$ cat src/rtl/pulse_train_pkg.sv
// ============================================================================
// Module      : pulse_train_pkg
// Description : Shared types and defaults for the pulse train sequencer.
// Revision    : 1.0 - initial release
// ============================================================================
`default_nettype none

package pulse_train_pkg;

    localparam int PT_CNT_W    = 8;
    localparam int PT_DEF_HIGH = 5;

    typedef enum logic [1:0] {
        IDLE    = 2'd0,
        HIGH_PH = 2'd1,
        LOW_PH  = 2'd2,
        DONE    = 2'd3
    } pt_state_t;

endpackage

`default_nettype wire

$ cat src/rtl/pulse_phase_cnt.sv
// ============================================================================
// Module      : pulse_phase_cnt
// Description : Loadable down-counter that saturates at zero, with zero flag.
// Revision    : 1.0 - initial release
// ============================================================================
`default_nettype none

module pulse_phase_cnt
    import pulse_train_pkg::*;
#(
    parameter int WIDTH = PT_CNT_W
) (
    input  logic             clk,
    input  logic             rst,
    input  logic             load_i,
    input  logic [WIDTH-1:0] load_val_i,
    input  logic             en_i,
    output logic             zero_o
);

    logic [WIDTH-1:0] cnt_q;
    logic [WIDTH-1:0] cnt_d;

    always_comb begin
        cnt_d = cnt_q;
        if (load_i) begin
            cnt_d = load_val_i;
        end else if (en_i && (cnt_q != '0)) begin
            cnt_d = cnt_q - {{(WIDTH-1){1'b0}}, 1'b1};
        end
    end

    always_ff @(posedge clk) begin
        if (!rst) begin
            cnt_q <= '0;
        end else begin
            cnt_q <= cnt_d;
        end
    end

    assign zero_o = (cnt_q == '0);

endmodule

`default_nettype wire

$ cat src/rtl/pulse_train_ctrl.sv
// ============================================================================
// Module      : pulse_train_ctrl
// Description : Programmable pulse train sequencer (N pulses, H high, L low).
//               Optional macro PULSE_TRAIN_REPEAT_EN adds cfg_repeat_i.
// Revision    : 1.0 - initial release
// ============================================================================
`default_nettype none

module pulse_train_ctrl
    import pulse_train_pkg::*;
#(
    parameter int CNT_W    = PT_CNT_W,
    parameter int DEF_HIGH = PT_DEF_HIGH
) (
    input  logic             clk,
    input  logic             rst,
    input  logic             start_i,
    input  logic             abort_i,
    input  logic [CNT_W-1:0] cfg_high_i,
    input  logic [CNT_W-1:0] cfg_low_i,
    input  logic [CNT_W-1:0] cfg_count_i,
`ifdef PULSE_TRAIN_REPEAT_EN
    input  logic             cfg_repeat_i,
`endif
    output logic             pulse_o,
    output logic             busy_o,
    output logic             done_o,
    output logic [CNT_W-1:0] pulse_idx_o
);

    localparam logic [CNT_W-1:0] C_ONE      = CNT_W'(1);
    localparam logic [CNT_W-1:0] C_DEF_HIGH = CNT_W'(DEF_HIGH);

    pt_state_t        state_q;
    pt_state_t        state_d;

    logic [CNT_W-1:0] high_q;
    logic [CNT_W-1:0] low_q;
    logic [CNT_W-1:0] count_q;
    logic [CNT_W-1:0] idx_q;
    logic [CNT_W-1:0] idx_d;
    logic             pulse_q;
    logic             pulse_d;
    logic             busy_q;
    logic             busy_d;
    logic             done_q;
    logic             done_d;

    logic             w_accept;
    logic [CNT_W-1:0] w_high_in;
    logic [CNT_W-1:0] w_low_in;
    logic             w_repeat;
    logic             w_high_end;
    logic             w_low_end;
    logic             w_wload;
    logic [CNT_W-1:0] w_wval;
    logic             w_wen;
    logic             w_wzero;
    logic             w_pload;
    logic [CNT_W-1:0] w_pval;
    logic             w_pen;
    logic             w_pzero;

    // Zero-valued fields map to their defaults before being latched or used.
    assign w_high_in = (cfg_high_i == '0) ? C_DEF_HIGH : cfg_high_i;
    assign w_low_in  = (cfg_low_i  == '0) ? C_ONE      : cfg_low_i;
    assign w_accept  = (state_q == IDLE) && start_i && !abort_i;

`ifdef PULSE_TRAIN_REPEAT_EN
    logic repeat_q;

    always_ff @(posedge clk) begin
        if (!rst) begin
            repeat_q <= 1'b0;
        end else if (w_accept) begin
            repeat_q <= cfg_repeat_i;
        end
    end

    assign w_repeat = repeat_q;
`else
    assign w_repeat = 1'b0;
`endif

    always_ff @(posedge clk) begin
        if (!rst) begin
            high_q  <= '0;
            low_q   <= '0;
            count_q <= '0;
        end else if (w_accept) begin
            high_q  <= w_high_in;
            low_q   <= w_low_in;
            count_q <= cfg_count_i;
        end
    end

    assign w_high_end = (state_q == HIGH_PH) && w_wzero;
    assign w_low_end  = (state_q == LOW_PH)  && w_wzero;

    // FSM: state register
    always_ff @(posedge clk) begin
        if (!rst) begin
            state_q <= IDLE;
        end else begin
            state_q <= state_d;
        end
    end

    // FSM: next-state logic
    always_comb begin
        state_d = state_q;
        case (state_q)
            IDLE: begin
                if (w_accept) begin
                    state_d = (cfg_count_i == '0) ? DONE : HIGH_PH;
                end
            end
            HIGH_PH: begin
                if (abort_i) begin
                    state_d = IDLE;
                end else if (w_high_end) begin
                    if (!w_pzero || w_repeat) begin
                        state_d = LOW_PH;
                    end else begin
                        state_d = DONE;
                    end
                end
            end
            LOW_PH: begin
                if (abort_i) begin
                    state_d = IDLE;
                end else if (w_low_end) begin
                    state_d = HIGH_PH;
                end
            end
            DONE: begin
                state_d = IDLE;
            end
            default: begin
                state_d = IDLE;
            end
        endcase
    end

    // FSM: output logic (registered next cycle)
    always_comb begin
        pulse_d = (state_d == HIGH_PH);
        busy_d  = (state_d == HIGH_PH) || (state_d == LOW_PH);
        done_d  = (state_d == DONE);
        idx_d   = idx_q;
        if (w_accept) begin
            idx_d = '0;
        end else if ((state_q == LOW_PH) && (state_d == HIGH_PH)) begin
            idx_d = w_pzero ? '0 : (idx_q + C_ONE);
        end
    end

    always_ff @(posedge clk) begin
        if (!rst) begin
            pulse_q <= 1'b0;
            busy_q  <= 1'b0;
            done_q  <= 1'b0;
            idx_q   <= '0;
        end else begin
            pulse_q <= pulse_d;
            busy_q  <= busy_d;
            done_q  <= done_d;
            idx_q   <= idx_d;
        end
    end

    // Width counter reloads on every phase entry; values are one less than the phase length.
    assign w_wload = ((state_d == HIGH_PH) && (state_q != HIGH_PH)) ||
                     ((state_d == LOW_PH)  && (state_q != LOW_PH));
    assign w_wval  = (state_d == HIGH_PH)
                   ? (((state_q == IDLE) ? w_high_in : high_q) - C_ONE)
                   : (low_q - C_ONE);
    assign w_wen   = ((state_q == HIGH_PH) || (state_q == LOW_PH)) && !w_wload;

    // Pulse counter holds pulses remaining after the current one; it steps at LOW end,
    // and reaching LOW with it at zero can only mean a repeat wrap.
    assign w_pload = (w_accept && (cfg_count_i != '0)) ||
                     (w_low_end && w_pzero && !abort_i);
    assign w_pval  = (state_q == IDLE) ? (cfg_count_i - C_ONE) : (count_q - C_ONE);
    assign w_pen   = w_low_end && !w_pzero;

    pulse_phase_cnt #(
        .WIDTH      (CNT_W)
    ) u_width_cnt (
        .clk        (clk),
        .rst        (rst),
        .load_i     (w_wload),
        .load_val_i (w_wval),
        .en_i       (w_wen),
        .zero_o     (w_wzero)
    );

    pulse_phase_cnt #(
        .WIDTH      (CNT_W)
    ) u_pulse_cnt (
        .clk        (clk),
        .rst        (rst),
        .load_i     (w_pload),
        .load_val_i (w_pval),
        .en_i       (w_pen),
        .zero_o     (w_pzero)
    );

    assign pulse_o     = pulse_q;
    assign busy_o      = busy_q;
    assign done_o      = done_q;
    assign pulse_idx_o = idx_q;

endmodule

`default_nettype wire

$ cat config.mk
export PLATFORM = sky130hd
export DESIGN_NAME = pulse_train_ctrl
export DESIGN_NICKNAME = d
export VERILOG_FILES = /design/src/rtl/pulse_train_pkg.sv /design/src/rtl/pulse_phase_cnt.sv /design/src/rtl/pulse_train_ctrl.sv
export SDC_FILE = /design/constraint.sdc
export NUM_CORES = 1
export LEC_CHECK = 0
export CORE_ASPECT_RATIO = 0.5
export CORE_MARGIN = 2
export CORE_UTILIZATION = 55
export DETAILED_ROUTE_END_ITERATION = 8
export GPL_TIMING_DRIVEN = 0
export PLACE_DENSITY = 0.77
export SYNTH_ARGS = -nofsm -noshare
export SYNTH_HDL_FRONTEND = slang
export SYNTH_SLANG_ARGS = --single-unit
export TNS_END_PERCENT = 1
$ cat constraint.sdc
create_clock -name clk -period 5.2 [get_ports clk]
set_input_delay 1.04 -clock clk [delete_from_list [all_inputs] [get_ports clk]]
set_output_delay 1.04 -clock clk [all_outputs]
set_load 0.01 [all_outputs]
# Word-level counts from Yosys, hierarchy flattened
# Cells that the tools add are included.
dict set report op_classes {
  n_lt_le_gt_ge 0
  muxes 18
  multipliers 0
  n_addsub 7
  reduce_logical 33
  n_div 0
  bitwise_logic 1
  n_shift 0
  eq_ne 8
}
# operator n
set op_table {}
lappend op_table {{8-bit two-way mux} 10}
lappend op_table {{8-bit by 1-bit subtractor with 8-bit output (second input constant)} 6}
lappend op_table {{8-bit zero test} 5}
lappend op_table {{8-bit nonzero test} 3}
lappend op_table {{1-bit logical AND} 14}
lappend op_table {{2-bit two-way mux} 6}
lappend op_table {{8-bit by 1-bit adder with 8-bit output (second input constant)} 1}
lappend op_table {{2-bit == test (second input constant)} 4}
lappend op_table {{2-bit one-hot mux with 4 select lines} 1}
lappend op_table {{2-bit by 1-bit == test with 1-bit output (second input constant)} 2}
lappend op_table {{1-bit logical OR} 4}
lappend op_table {{2-bit nonzero test} 2}
lappend op_table {{1-bit zero test} 3}
lappend op_table {{2-bit zero test} 1}
lappend op_table {{2-bit by 1-bit inequality test with 1-bit output (second input constant)} 1}
lappend op_table {{2-bit inequality test (second input constant)} 1}
lappend op_table {{2-bit OR reduction} 1}
lappend op_table {{1-bit two-way mux} 1}
lappend op_table {{1-bit NOT} 1}
dict set report word_totals {
  inputBits 28
  latch_bits 0
  mem_bits_rw 0
  mem_bits_ro 0
  out_inout_bits 11
  n_memories 0
  register_bits 53
}

# Logic depth before layout (Yosys ltp)
# Gate-level depths: netlist of the first run.
dict set report logic_depth {
  ltp_word 13
  ltp_mapped 20
  mapped_depth_nobuf 16
}

# By module
# Synthesis of the first run repeated with hierarchy kept, for this count alone.
dict set report unflattened {
  cells_unflattened 387
  hier_area_um2 3183.1
}
# mod area_per_inst_um2 n_inst seq_area_each_um2 cells_per_inst
set modules_own_cells {}
lappend modules_own_cells {pulse_train_ctrl 2167.1 1 740.7 271}
lappend modules_own_cells {pulse_phase_cnt 508.0 2 160.2 58}

# Least setup slack after synthesis of the first run
# No wires, ideal clock.
dict set report synth_path {
  path_kind {input to register}
  from {input abort_i}
  to {register u_width_cnt.cnt_q[6]}
  t_required_ns 5.138
  path_buffers 4
  arrival_time_ns 4.264
  setup_ns 0.062
  cell_stages 14
  slack_ns 0.873
  cell_sequence {clkbuf_1 -> nand3b_1 -> a31oi_1 -> clkbuf_1 -> o22a_1 -> ha_1 -> clkbuf_1 -> clkbuf_1 -> a311o_1 -> a21boi_0 -> ha_1 -> nand2_1 -> or4_1 -> nand3_1}
}
dict set report synth_between {
  elab_chain_len 11
  elab_cells_between_ends 17
  classes_between {eq/ne (2); mux (6); reduce/logical (9)}
}
# item line
set synth_lines {}
lappend synth_lines {{start: declaration} pulse_train_ctrl.sv:18} ;# input logic abort_i,
lappend synth_lines {{1-bit zero test} pulse_train_ctrl.sv:67} ;# assign w_accept = (state_q == IDLE) && start_i && !abort_i;
lappend synth_lines {{1-bit logical AND} pulse_train_ctrl.sv:67}
lappend synth_lines {{2-bit two-way mux} pulse_train_ctrl.sv:114} ;# if (w_accept) begin
lappend synth_lines {{2-bit one-hot mux with 4 select lines (*)} pulse_train_ctrl.sv:112} ;# case (state_q)
lappend synth_lines {{2-bit by 1-bit == test with 1-bit output (*)} n/a}
lappend synth_lines {{named net pulse_d} pulse_train_ctrl.sv:43} ;# logic pulse_d;
lappend synth_lines {{1-bit logical AND} pulse_train_ctrl.sv:173} ;# assign w_wload = ((state_d == HIGH_PH) && (state_q != HIGH_PH)) ||
lappend synth_lines {{1-bit logical OR} pulse_train_ctrl.sv:173}
lappend synth_lines {{1-bit zero test} pulse_train_ctrl.sv:178} ;# assign w_wen = ((state_q == HIGH_PH) || (state_q == LOW_PH)) && !w_wload;
lappend synth_lines {{1-bit logical AND} pulse_train_ctrl.sv:178}
lappend synth_lines {{1-bit logical AND} pulse_phase_cnt.sv:28} ;# end else if (en_i && (cnt_q != '0)) begin
lappend synth_lines {{2-bit nonzero test (no source line)} n/a}
lappend synth_lines {{end signal: assignment} pulse_phase_cnt.sv:37} ;# cnt_q <= cnt_d;
lappend synth_lines {{end: declaration} pulse_phase_cnt.sv:21} ;# logic [WIDTH-1:0] cnt_q;
# The timed path passes the listed nets; every way through them passes the cells marked *.
# A chain may end at the register's enable or synchronous reset.

# Worst setup path in the final report of the first run
dict set report layout_path {
  from {input start_i}
  to {register u_width_cnt.cnt_q[6]}
}
dict set report layout_between {
  elab_chain_len 11
  elab_cells_between_ends 15
  classes_between {eq/ne (2); mux (4); reduce/logical (9)}
}
# item line
set layout_lines {}
lappend layout_lines {{start: declaration} pulse_train_ctrl.sv:17} ;# input logic start_i,
lappend layout_lines {{1-bit logical AND (*) (2 in series)} pulse_train_ctrl.sv:67}
lappend layout_lines {{2-bit two-way mux (*)} pulse_train_ctrl.sv:114}
lappend layout_lines {{2-bit one-hot mux with 4 select lines (*)} pulse_train_ctrl.sv:112}
lappend layout_lines {{2-bit by 1-bit == test with 1-bit output (*)} n/a}
lappend layout_lines {{named net pulse_d} pulse_train_ctrl.sv:43}
lappend layout_lines {{1-bit logical AND} pulse_train_ctrl.sv:173}
lappend layout_lines {{1-bit logical OR} pulse_train_ctrl.sv:173}
lappend layout_lines {{1-bit zero test} pulse_train_ctrl.sv:178}
lappend layout_lines {{1-bit logical AND} pulse_train_ctrl.sv:178}
lappend layout_lines {{1-bit logical AND} pulse_phase_cnt.sv:28}
lappend layout_lines {{2-bit nonzero test (no source line)} n/a}
# Marked as above.

==> metrics.csv, run 1 <==
stage,metric,value,unit
logic_synthesis,total of flip-flops plus latches after synthesis,53,
power_and_ir_drop,switching share of total power,40.2,%
logic_synthesis,count of mapped cells out of synthesis,399,
worst_setup_path,critical path's largest stage delay,0.57,ns
logic_synthesis,share of Yosys cell area claimed by the top area cell type,34.7,%
detailed_routing,routed wire length,8.13,mm
clocking,Max Buffers Root-to-Sink,2,
die,Initial Util,56.5,%
global_routing,antenna violations before repair,0,
global_routing,largest net degree at the start of global routing,16,
worst_setup_path,Crit-path slowest cell,or4_1,
detailed_routing,via count,3081,
placement,HPWL Detailed,6.08,mm
logic_synthesis,"EDFF count, synth",0,
worst_setup_path,required time at the endpoint of the critical path,5.46,ns
layout,final design utilization,66.8,%
detailed_routing,detailed-routing iteration count for the pre-antenna-repair pass,5,
timing,setup repair after global routing missed its margin,false,
placement,"Cell Area, Placed",0.00351,mm^2
clocking,count of buffers added by post-CTS timing repair for setup,0,
timing,Slew @ Worst Pin,0.674,ns
clocking,CTS buffer count,5,
logic_synthesis,post-synthesis instance area,0.00306,mm^2
logic_synthesis,portion of the post-synthesis area used by sequential elements,34.7,%
clocking,clock latency of the later-clocked register in the worst-skew pair,0.31,ns
detailed_routing,post-DR wirelength/cell,15.7,um
run_status,run status,completed,
die,height of the chip,56.7,um
power_and_ir_drop,static leakage,0.00138,uW
detailed_routing,number of remaining DRC errors,0,
logic_synthesis,distinct cell type count of the synthesized netlist,57,
logic_synthesis,Yosys warnings,0,
timing,Setup TNS,0,ns
timing,final setup violation count,0,
clocking,quantity of hold-fixing buffers added after cts,0,
layout,number of nets in the layout,480,
run,number of max-cap violations,0,
die,number of top-level design ports,39,
clocking,total number of H-tree levels,2,
worst_setup_path,crit path capture type,flip-flop,
die,area of the core region,0.00542,mm^2
timing,Period minus WS final,4.81,ns
detailed_routing,vias per inst,5.97,
logic_synthesis,cell types with the highest counts after synthesis,"nand2_1, dfxtp_1, a21oi_1",
logic_synthesis,share of async-settable or async-resettable flops after synthesis,0,%
layout,Finished Cell Area,0.00362,mm^2
die,overall die area,0.00621,mm^2
logic_synthesis,library cell with the highest instance count after synthesis,nand2_1,
placement,Final GP Congestion,0.889,
layout,layout cell share with drive strength beyond 1,6.09,%
worst_setup_path,Worst Path Arrival,5.07,ns
power_and_ir_drop,cell area power density,390,mW/mm^2
worst_setup_path,critical path class,input port to flip-flop,
logic_synthesis,cell type with the highest aggregate area in the netlist,dfxtp_1,
detailed_routing,detailed router's first-iteration violation count,252,
timing,post-route clock skew,0.00751,ns
power_and_ir_drop,share of total power in combinational logic,45.7,%
power_and_ir_drop,clock network fraction of design power,18.3,%
clocking,Clock Tree Root,clkbuf_8,
clocking,clock slew at the register clock pins of the worst setup and hold paths,0.10,ns
logic_synthesis,mean area per synthesized cell,7.67,um^2
worst_setup_path,crit-path max FO,10,
global_routing,All-Layer GR Usage,27.4,%
timing,Final period util,92.5,%
clocking,TritonCTS clock tree,built,
die,row cnt,19,
detailed_routing,remaining antenna violation count,0,
die,die boundary width,109,um
power_and_ir_drop,switching power total,568,uW
min_path,HP Class,flip-flop to flip-flop,
logic_synthesis,post-synthesis net count,437,
power_and_ir_drop,cell internal pwr,843,uW
power_and_ir_drop,sequential share of power,36.0,%
global_routing,Congestion Overflow GR,0,
timing,tightest slew margin relative to the limit,54.9,%
layout,growth of design area from synthesis to finish,18.3,%
logic_synthesis,Synth Flop Type,dfxtp_1,
timing,count of final hold-check violations,0,
layout,number of antenna repair diodes,0,
worst_setup_path,kind of start point of the critical path,input port,
timing,highest attainable clock frequency,208,MHz
power_and_ir_drop,highest ir drop seen on vdd,0.000187,V
worst_setup_path,list of cells traversed by the critical path,"clkdlybuf4s50_1, nand3b_1, a31oi_1, clkbuf_2, o22a_1, ha_1, clkbuf_1, clkbuf_2, a311o_1, a21boi_0, ha_1, nand2_1, or4_1, nand3_1",
global_routing,first-pass GRT wire length,13.4,mm
timing,number of slew-limit violations in the final report,0,
global_routing,vias in the first global route,2919,
placement,PortBufs,36,
logic_synthesis,top post-synthesis cells by area,"dfxtp_1, nand2_1, a21oi_1, mux2i_1, nor2_1",
clocking,TritonCTS sink count,53,
state kept, by name (all words and copies together) (netlist names):
register / count
pulse_o: 1
state_q: 2
pulse_idx_o: 8
u_width_cnt.cnt_q: 8
low_q: 8
count_q: 8
u_pulse_cnt.cnt_q: 8
busy_o: 1
high_q: 8
done_o: 1
final cells by class:
cell class	instances	area [um^2]
buffer	19	86.3
clock buffer	7	96.3
clock inverter	1	5.00
fill	471	1800
inverter	8	30.0
multi-input combinational	319	1890
sequential	53	1060
tap	73	91.3
timing repair buffer	36	360
power groups by stage:
| stage | combinational (uW) | sequential (uW) | clock [uW] |
|---|---|---|---|
| after floorplan | 479 | 504 | 0 |
| after global placement | 607 | 513 | 0 |
| after detailed placement | 631 | 515 | 0 |
| after CTS | 635 | 505 | 265 |
| after global routing | 718 | 514 | 280 |
| final | 645 | 508 | 259 |
repair_timing:
item / CTS / global route
hold endpoints to repair: 0 / 0
gates resized for setup: 0 / 8
setup endpoints to repair: 0 / 4
final timing paths:
| path | from | end | slack, ns | cells past startpoint |
|---|---|---|---|---|
| worst max-delay path | start_i | u_width_cnt.cnt_q[6]$_SDFFE_PN0P_ | 0.39 | 14 |
| worst min-delay path | high_q[4]$_SDFFE_PN0P_ | high_q[4]$_SDFFE_PN0P_ | 0.46 | 2 |
| worst max register to register | u_pulse_cnt.cnt_q[0]$_SDFFE_PN0P_ | u_width_cnt.cnt_q[6]$_SDFFE_PN0P_ | 0.50 | 14 |
| worst min register to register | high_q[4]$_SDFFE_PN0P_ | high_q[4]$_SDFFE_PN0P_ | 0.46 | 2 |
routing by layer:
layer	wire, um	global-route usage [%]	vias up
li1	-	-	1514
met1	3820	37.9	1422
met2	3660	44.0	128
met3	547	5.92	17
met4	91	5.42	0
met5	0	0	-
logic make-up (layout without fill, tap and decap cells):
kind of cell    after synthesis  in the layout  share of synthesized area (%)
fa+ha+maj                    10             10                           4.09
mux                          17             17                           5.64
flops                        53             53                           34.7
simple gates                172            172                           26.3
xor+xnor                     14             14                           4.01
compound gates              106            106                           21.7
buf+inv                      27             71                           3.64
stage by stage:
stage	cells	hold slack [ns]	total power [uW]	setup WS, ns
6_report	516	0.461	1410	0.392
5_1_grt	516	0.476	1510	0.0524
4_1_cts	516	0.461	1400	0.197
3_5_place_dp	508	0.448	1150	-0.0473
3_3_place_gp	508	0.442	1120	0.00750
2_1_floorplan	399	0.433	983	0.873
cells in the final DEF (no fill, tap or decap), types with 4 or more instances in the layout:
cell / count
nor2_1: 37
clkbuf_2: 4
mux2i_1: 15
xor2_1: 8
inv_1: 7
ha_1: 10
nand2_1: 69
dfxtp_1: 53
clkbuf_8: 7
clkdlybuf4s50_1: 36
a21oi_1: 47
xnor2_1: 6
nand3_1: 13
or3_1: 4
or4_1: 8
nand4_1: 4
a31oi_1: 5
o21ai_0: 15
a221oi_1: 4
clkbuf_1: 10
and2_1: 4
nor3_1: 13
critical path: cells and delay by family:
kind | cells | cell delay [ns]
AOI/OAI and AO/OA | 4 | 1.13
adders and majority gates | 2 | 0.46
buffers and inverters | 4 | 1.43
and+or+nand+nor | 4 | 1.00
Power figures use the tool's default switching activity.
==> run 2: changes to the inputs <==
CORE_UTILIZATION = 40   (was 55)
PLACE_DENSITY = 0.59   (was 0.77)
==> run 2 against run 1 <==
Compared with the run above:
- clock-buffer cell count stayed put
- largest power group unchanged
- clock power is 52% higher
- sequential cell count stayed put
- via count is 0.42% higher
- global-route usage is 6.1 points lower
- non-clock buffer count stayed put
- sequential power hardly changed
- combinational power is 0.9% higher
- first-iteration DRC count is 6.0% lower
- wire length is 4.7% higher
- total power is 10% higher
- clock skew is 0.0022 ns lower
==> metrics.csv, run 2 (synthesis gave the netlist of run 1 again) <==
stage,metric,value,unit
run_status,run status,completed,
worst_setup_path,required time at the endpoint of the critical path,5.44,ns
detailed_routing,via count,3094,
worst_setup_path,critical path class,flip-flop to flip-flop,
die,number of top-level design ports,39,
die,height of the chip,65.9,um
global_routing,largest net degree at the start of global routing,16,
worst_setup_path,crit-path max FO,10,
placement,HPWL Detailed,6.32,mm
detailed_routing,remaining antenna violation count,0,
global_routing,first-pass GRT wire length,14.1,mm
placement,PortBufs,36,
clocking,CTS buffer count,5,
clocking,clock slew at the register clock pins of the worst setup and hold paths,0.07,ns
layout,number of antenna repair diodes,0,
worst_setup_path,kind of start point of the critical path,flip-flop,
timing,number of slew-limit violations in the final report,0,
die,die boundary width,128,um
worst_setup_path,end of the worst register-to-register path,u_width_cnt.cnt_q[6]$_SDFFE_PN0P_,
timing,slack of the critical path,0.449,ns
layout,"commonest cells after routing, fill and taps aside","nand2_1, dfxtp_1, a21oi_1, nor2_1, clkdlybuf4s50_1",
worst_setup_path,Worst Path Arrival,4.99,ns
timing,count of final hold-check violations,0,
power_and_ir_drop,overall power of the completed layout,1550,uW
min_path,origin of the worst min-delay path,count_q[6]$_SDFFE_PN0P_,
timing,tightest slew margin relative to the limit,53.5,%
timing,Slew @ Worst Pin,0.695,ns
global_routing,antenna violations before repair,0,
global_routing,Congestion Overflow GR,0,
clocking,TritonCTS sink count,53,
power_and_ir_drop,highest ir drop seen on vdd,0.000197,V
detailed_routing,post-DR wirelength/cell,15.8,um
die,Initial Util,41.5,%
worst_setup_path,FF-to-FF Start,state_q[0]$_SDFF_PN0_,
worst_setup_path,list of cells traversed by the critical path,"inv_1, ha_1, buf_2, buf_2, clkbuf_2, nand2_1, nor2_1, clkbuf_1, o21ai_0, o22a_1, ha_1, nor2b_1, nor2_2, a311o_1, a21boi_0, ha_1, nand2_1, or4_1, nand3_1",
detailed_routing,number of remaining DRC errors,0,
timing,minimum hold slack,0.457,ns
timing,Period minus WS final,4.75,ns
worst_setup_path,crit path capture type,flip-flop,
power_and_ir_drop,static leakage,0.00140,uW
clocking,number of gates given a new drive strength after cts,0,
clocking,Max Buffers Root-to-Sink,2,
min_path,Hold Path Sink,count_q[6]$_SDFFE_PN0P_,
detailed_routing,detailed router's first-iteration violation count,237,
clocking,clock latency of the later-clocked register in the worst-skew pair,0.29,ns
clocking,TritonCTS clock tree,built,
worst_setup_path,Crit-path slowest cell,or4_1,
clocking,Clock Tree Root,clkbuf_16,
worst_setup_path,depth of the most critical reg-to-reg path,19,
layout,number of standard cells in the final layout excluding fillers,539,
layout,fillcell total,722,
detailed_routing,detailed-routing iteration count for the pre-antenna-repair pass,5,
global_routing,All-Layer GR Usage,21.2,%
timing,final setup violation count,0,
power_and_ir_drop,cell area power density,418,mW/mm^2
min_path,HP Class,flip-flop to flip-flop,
clocking,count of buffers added by post-CTS timing repair for setup,0,
worst_setup_path,critical path's largest stage delay,0.56,ns
layout,most common library cell in the layout ignoring fill and taps,nand2_1,
clocking,quantity of hold-fixing buffers added after cts,0,
worst_setup_path,critical path's most frequent cell,ha_1,
detailed_routing,vias per inst,5.74,
die,area of the core region,0.00738,mm^2
run,number of max-cap violations,0,
timing,Final period util,91.4,%
layout,growth of design area from synthesis to finish,21.5,%
timing,setup repair after global routing missed its margin,false,
worst_setup_path,setup slack of the most critical reg-to-reg path,0.45,ns
die,row cnt,22,
layout,number of nets in the layout,480,
timing,highest attainable clock frequency,210,MHz
placement,placed insts,531,
placement,worst setup slack before clock tree synthesis,-0.0865,ns
min_path,cell depth of the worst hold path,2,
clocking,total number of H-tree levels,2,
placement,Final GP Congestion,0.876,
detailed_routing,routed wire length,8.51,mm
die,overall die area,0.00841,mm^2
layout,layout cell share with drive strength beyond 1,5.64,%
global_routing,vias in the first global route,2897,
timing,post-route clock skew,0.00536,ns
[run 2: final cells by class]
| class | instances | area (um^2) | area share, % |
|---|---|---|---|
| buffer | 19 | 85.1 | 2.29 |
| clock buffer | 7 | 143 | 3.83 |
| clock inverter | 1 | 30.0 | 0.807 |
| inverter | 8 | 30.0 | 0.807 |
| multi-input combinational | 319 | 1890 | 50.8 |
| sequential | 53 | 1060 | 28.5 |
| tap | 96 | 120 | 3.23 |
| timing repair buffer | 36 | 360 | 9.69 |
[run 2: through the flow]
stage | utilization (%) | area (um^2) | TNS [ns]
CTS | 50.3 | 3710 | 0
global placement | 48.0 | 3540 | -0.0118
global route | 50.4 | 3720 | 0
finish | 50.4 | 3720 | 0
floorplan | - | 3060 | 0
detailed placement | 48.0 | 3540 | -0.0865
[run 2: routing by layer]
metal	share of wire, %	wire [um]	global-route usage [%]	up-vias
met5	0	0	0	-
met4	0.92	78	4.95	0
met3	6.0	514	4.53	12
met2	44	3780	34.9	114
met1	49	4130	28.9	1445
li1	-	-	-	1523
[run 2: critical path, delay by kind of cell, from the launching register on]
kind                     cells  cell delay (ns)
AND/OR/NAND/NOR              7             1.45
buffers and inverters        5             1.37
adder cells (fa/ha/maj)      3             0.62
AO/OA/AOI/OAI                4             0.93
flip-flops                   1             0.33
[run 2: where the power goes]
part | switching (uW) | internal, uW
Clock | 153 | 241
Sequential | 46.1 | 462
Combinational | 391 | 260
Total | 590 | 963
[run 2: how the worst max path moves through the flow]
stage / from / to / cells past startpoint
after global routing: state_q[1]$_SDFF_PN0_ / u_width_cnt.cnt_q[6]$_SDFFE_PN0P_ / 20
after global placement: start_i / u_width_cnt.cnt_q[6]$_SDFFE_PN0P_ / 15
after CTS: state_q[0]$_SDFF_PN0_ / u_width_cnt.cnt_q[6]$_SDFFE_PN0P_ / 19
final: state_q[0]$_SDFF_PN0_ / u_width_cnt.cnt_q[6]$_SDFFE_PN0P_ / 19
after floorplan: abort_i / u_width_cnt.cnt_q[6]$_SDFFE_PN0P_ / 14
after detailed placement: start_i / u_width_cnt.cnt_q[6]$_SDFFE_PN0P_ / 15
==> run 3: changes to the inputs <==
ABC_AREA = 1   (was not set)
clock period = 6.1 ns   (was 5.2 ns; I/O delays follow)
==> run 3 against run 2 <==
Compared with the run above:
- setup slack better by 1.4 ns
- global-route usage down 1.4 points
- area after synthesis down 0.49%
- sequential cell count unchanged
- first-iteration DRC count down 14%
- sequential share of layout area up 0.18 points
- synthesized cell count up 14%
- wire length down 11%
- non-clock buffer count down 4
- register-to-register slack better by 2.0 ns
- critical path type is now input port to flip-flop
==> metrics.csv, run 3 <==
stage,metric,value,unit
timing,number of slew-limit violations in the final report,0,
clocking,total number of H-tree levels,2,
logic_synthesis,top post-synthesis cells by area,"dfxtp_1, nand2_1, inv_1, o21ai_0, nor2_1",
power_and_ir_drop,highest ir drop seen on vdd,0.000160,V
worst_setup_path,depth of the most critical reg-to-reg path,19,
timing,tightest slew margin relative to the limit,58.4,%
clocking,clock latency of the later-clocked register in the worst-skew pair,0.31,ns
clocking,CTS buffer count,5,
detailed_routing,remaining antenna violation count,0,
timing,highest attainable clock frequency,233,MHz
global_routing,vias in the first global route,2676,
die,die boundary width,127,um
run_status,run status,completed,
clocking,TritonCTS sink count,53,
power_and_ir_drop,overall power of the completed layout,1200,uW
detailed_routing,detailed router's first-iteration violation count,204,
clocking,Max Buffers Root-to-Sink,2,
clocking,number of gates given a new drive strength after cts,0,
timing,Period minus WS final,4.29,ns
global_routing,Congestion Overflow GR,0,
placement,HPWL Detailed,5.78,mm
detailed_routing,vias per inst,4.88,
layout,"commonest cells after routing, fill and taps aside","nand2_1, inv_1, dfxtp_1, o21ai_0, nor2_1",
die,area of the core region,0.00735,mm^2
logic_synthesis,total of flip-flops plus latches after synthesis,53,
layout,layout cell share with drive strength beyond 1,9.22,%
die,overall die area,0.00837,mm^2
detailed_routing,via count,2902,
global_routing,antenna violations before repair,0,
logic_synthesis,post-synthesis net count,491,
detailed_routing,detailed-routing iteration count for the pre-antenna-repair pass,4,
layout,number of nets in the layout,536,
timing,Slew @ Worst Pin,0.623,ns
worst_setup_path,FF-to-FF Start,state_q[0]$_SDFF_PN0_,
logic_synthesis,count of mapped cells out of synthesis,453,
global_routing,first-pass GRT wire length,13.0,mm
layout,most common library cell in the layout ignoring fill and taps,nand2_1,
worst_setup_path,crit path to,u_width_cnt.cnt_q[6]$_SDFFE_PN0P_,
timing,Setup TNS,0,ns
worst_setup_path,Crit-path slowest cell,clkdlybuf4s50_1,
logic_synthesis,cell types with the highest counts after synthesis,"nand2_1, inv_1, dfxtp_1",
logic_synthesis,"EDFF count, synth",0,
logic_synthesis,share of Yosys cell area claimed by the top area cell type,34.8,%
min_path,HP Class,flip-flop to flip-flop,
logic_synthesis,Yosys warnings,0,
clocking,quantity of hold-fixing buffers added after cts,0,
layout,number of antenna repair diodes,0,
detailed_routing,routed wire length,7.56,mm
worst_setup_path,kind of start point of the critical path,input port,
die,number of top-level design ports,39,
worst_setup_path,critical path's most frequent cell,nand2_1,
timing,count of final hold-check violations,0,
power_and_ir_drop,clock network fraction of design power,24.7,%
worst_setup_path,list of cells traversed by the critical path,"clkdlybuf4s50_1, nand2_1, nor2_2, nand2_2, o211ai_1, nand2_1, inv_1, ha_1, inv_2, buf_2, a21oi_1, nand2_1, a21boi_2, ha_1, nand3_1, o21ai_1, inv_1, a21oi_1",
global_routing,largest net degree at the start of global routing,19,
worst_setup_path,critical path launch point,start_i,
logic_synthesis,distinct cell type count of the synthesized netlist,37,
clocking,clock slew at the register clock pins of the worst setup and hold paths,0.08,ns
placement,PortBufs,38,
timing,setup repair after global routing missed its margin,false,
clocking,Clock Tree Root,clkbuf_16,
worst_setup_path,end of the worst register-to-register path,u_width_cnt.cnt_q[6]$_SDFFE_PN0P_,
detailed_routing,post-DR wirelength/cell,12.7,um
worst_setup_path,critical path class,input port to flip-flop,
power_and_ir_drop,sequential share of power,35.2,%
logic_synthesis,cell type with the highest aggregate area in the netlist,dfxtp_1,
worst_setup_path,required time at the endpoint of the critical path,6.34,ns
worst_setup_path,crit-path max FO,10,
clocking,TritonCTS clock tree,built,
clocking,count of buffers added by post-CTS timing repair for setup,0,
worst_setup_path,crit path capture type,flip-flop,
timing,final setup violation count,0,
worst_setup_path,setup slack of the most critical reg-to-reg path,2.45,ns
run,number of max-cap violations,0,
global_routing,All-Layer GR Usage,19.8,%
logic_synthesis,Synth Flop Type,dfxtp_1,
power_and_ir_drop,switching power total,477,uW
logic_synthesis,post-synthesis instance area,0.00305,mm^2
power_and_ir_drop,cell area power density,325,mW/mm^2
logic_synthesis,mean area per synthesized cell,6.72,um^2
die,Initial Util,41.4,%
layout,growth of design area from synthesis to finish,21.4,%
logic_synthesis,portion of the post-synthesis area used by sequential elements,34.8,%
timing,post-route clock skew,0.00938,ns
power_and_ir_drop,static leakage,0.00165,uW
power_and_ir_drop,cell internal pwr,724,uW
worst_setup_path,critical path's largest stage delay,0.47,ns
die,row cnt,22,
placement,Final GP Congestion,0.834,
worst_setup_path,Worst Path Arrival,4.53,ns
die,height of the chip,65.7,um
power_and_ir_drop,switching share of total power,39.7,%
detailed_routing,number of remaining DRC errors,0,
timing,minimum hold slack,0.453,ns
timing,Final period util,70.4,%
logic_synthesis,share of async-settable or async-resettable flops after synthesis,0,%
power_and_ir_drop,share of total power in combinational logic,40.1,%
logic_synthesis,library cell with the highest instance count after synthesis,nand2_1,
run 3: changes by cell type after synthesis, moves of 8 or more:
cell | previous run | this run
nor3_1 | 13 | 5
mux2i_1 | 15 | 0
nand3_1 | 13 | 30
or4_1 | 8 | 0
xor2_1 | 8 | 0
o21ai_0 | 15 | 50
nand2_2 | 0 | 11
nand2_1 | 69 | 87
a21oi_1 | 47 | 28
inv_1 | 7 | 68
run 3: layout make-up:
type | count | area (um^2)
multi-input cells | 315 | 1650
clock inverters | 3 | 25.0
repair buffers | 38 | 380
inverters | 72 | 270
well taps | 96 | 120
fillers | 771 | 3650
clock buffers | 5 | 125
flip-flops and latches | 53 | 1060
plain buffers | 13 | 61.3
run 3: cell families (layout without fill, tap and decap cells):
group	count (synthesis)	count (layout)	share of synthesized area, %
compound gates	103	103	18.7
simple gates	202	202	31.5
flops	53	53	34.8
fa+ha+maj	10	10	4.11
buf+inv	85	131	10.9
run 3: through the flow:
| stage | instance area, um^2 | setup slack [ns] | util [%] | std cells |
|---|---|---|---|---|
| after global placement | 3550 | 1.53 | 48.2 | 587 |
| after global routing | 3700 | 1.45 | 50.3 | 595 |
| final | 3700 | 1.81 | 50.3 | 595 |
| after detailed placement | 3550 | 1.54 | 48.2 | 587 |
| after CTS | 3700 | 1.82 | 50.3 | 595 |
| after floorplan | 3050 | 2.65 | - | 453 |
run 3: how the worst min path moves through the flow:
stage	from	end	slack (ns)	cells after the start
2_1_floorplan	low_q[2]$_SDFFE_PN0P_	low_q[2]$_SDFFE_PN0P_	0.42	2
3_3_place_gp	count_q[7]$_SDFFE_PN0P_	count_q[7]$_SDFFE_PN0P_	0.43	2
3_5_place_dp	count_q[7]$_SDFFE_PN0P_	count_q[7]$_SDFFE_PN0P_	0.44	2
4_1_cts	count_q[7]$_SDFFE_PN0P_	count_q[7]$_SDFFE_PN0P_	0.45	2
5_1_grt	low_q[3]$_SDFFE_PN0P_	low_q[3]$_SDFFE_PN0P_	0.47	2
6_report	count_q[7]$_SDFFE_PN0P_	count_q[7]$_SDFFE_PN0P_	0.45	2
run 3: power by group through the flow:
stage / logic, uW / registers, uW / clock network (uW)
floorplan: 366 / 422 / 0
global placement: 478 / 431 / 0
detailed placement: 478 / 431 / 0
CTS: 481 / 423 / 303
global route: 556 / 429 / 317
finish: 481 / 423 / 297
run 3: per-layer routing:
layer | up-vias | part of all wire, % | GRT usage (%)
met3 | 8 | 3.7 | 4.07
met4 | 0 | 1.0 | 5.36
met5 | - | 0 | 0
li1 | 1560 | - | -
met1 | 1292 | 54 | 28.0
met2 | 42 | 42 | 30.7
run 3: critical path: cells and delay by family:
family	cells	cell delay, ns
adder cells (fa/ha/maj)	2	0.63
AND/OR/NAND/NOR	6	0.86
AO/OA/AOI/OAI	5	0.90
buffers and inverters	5	0.93
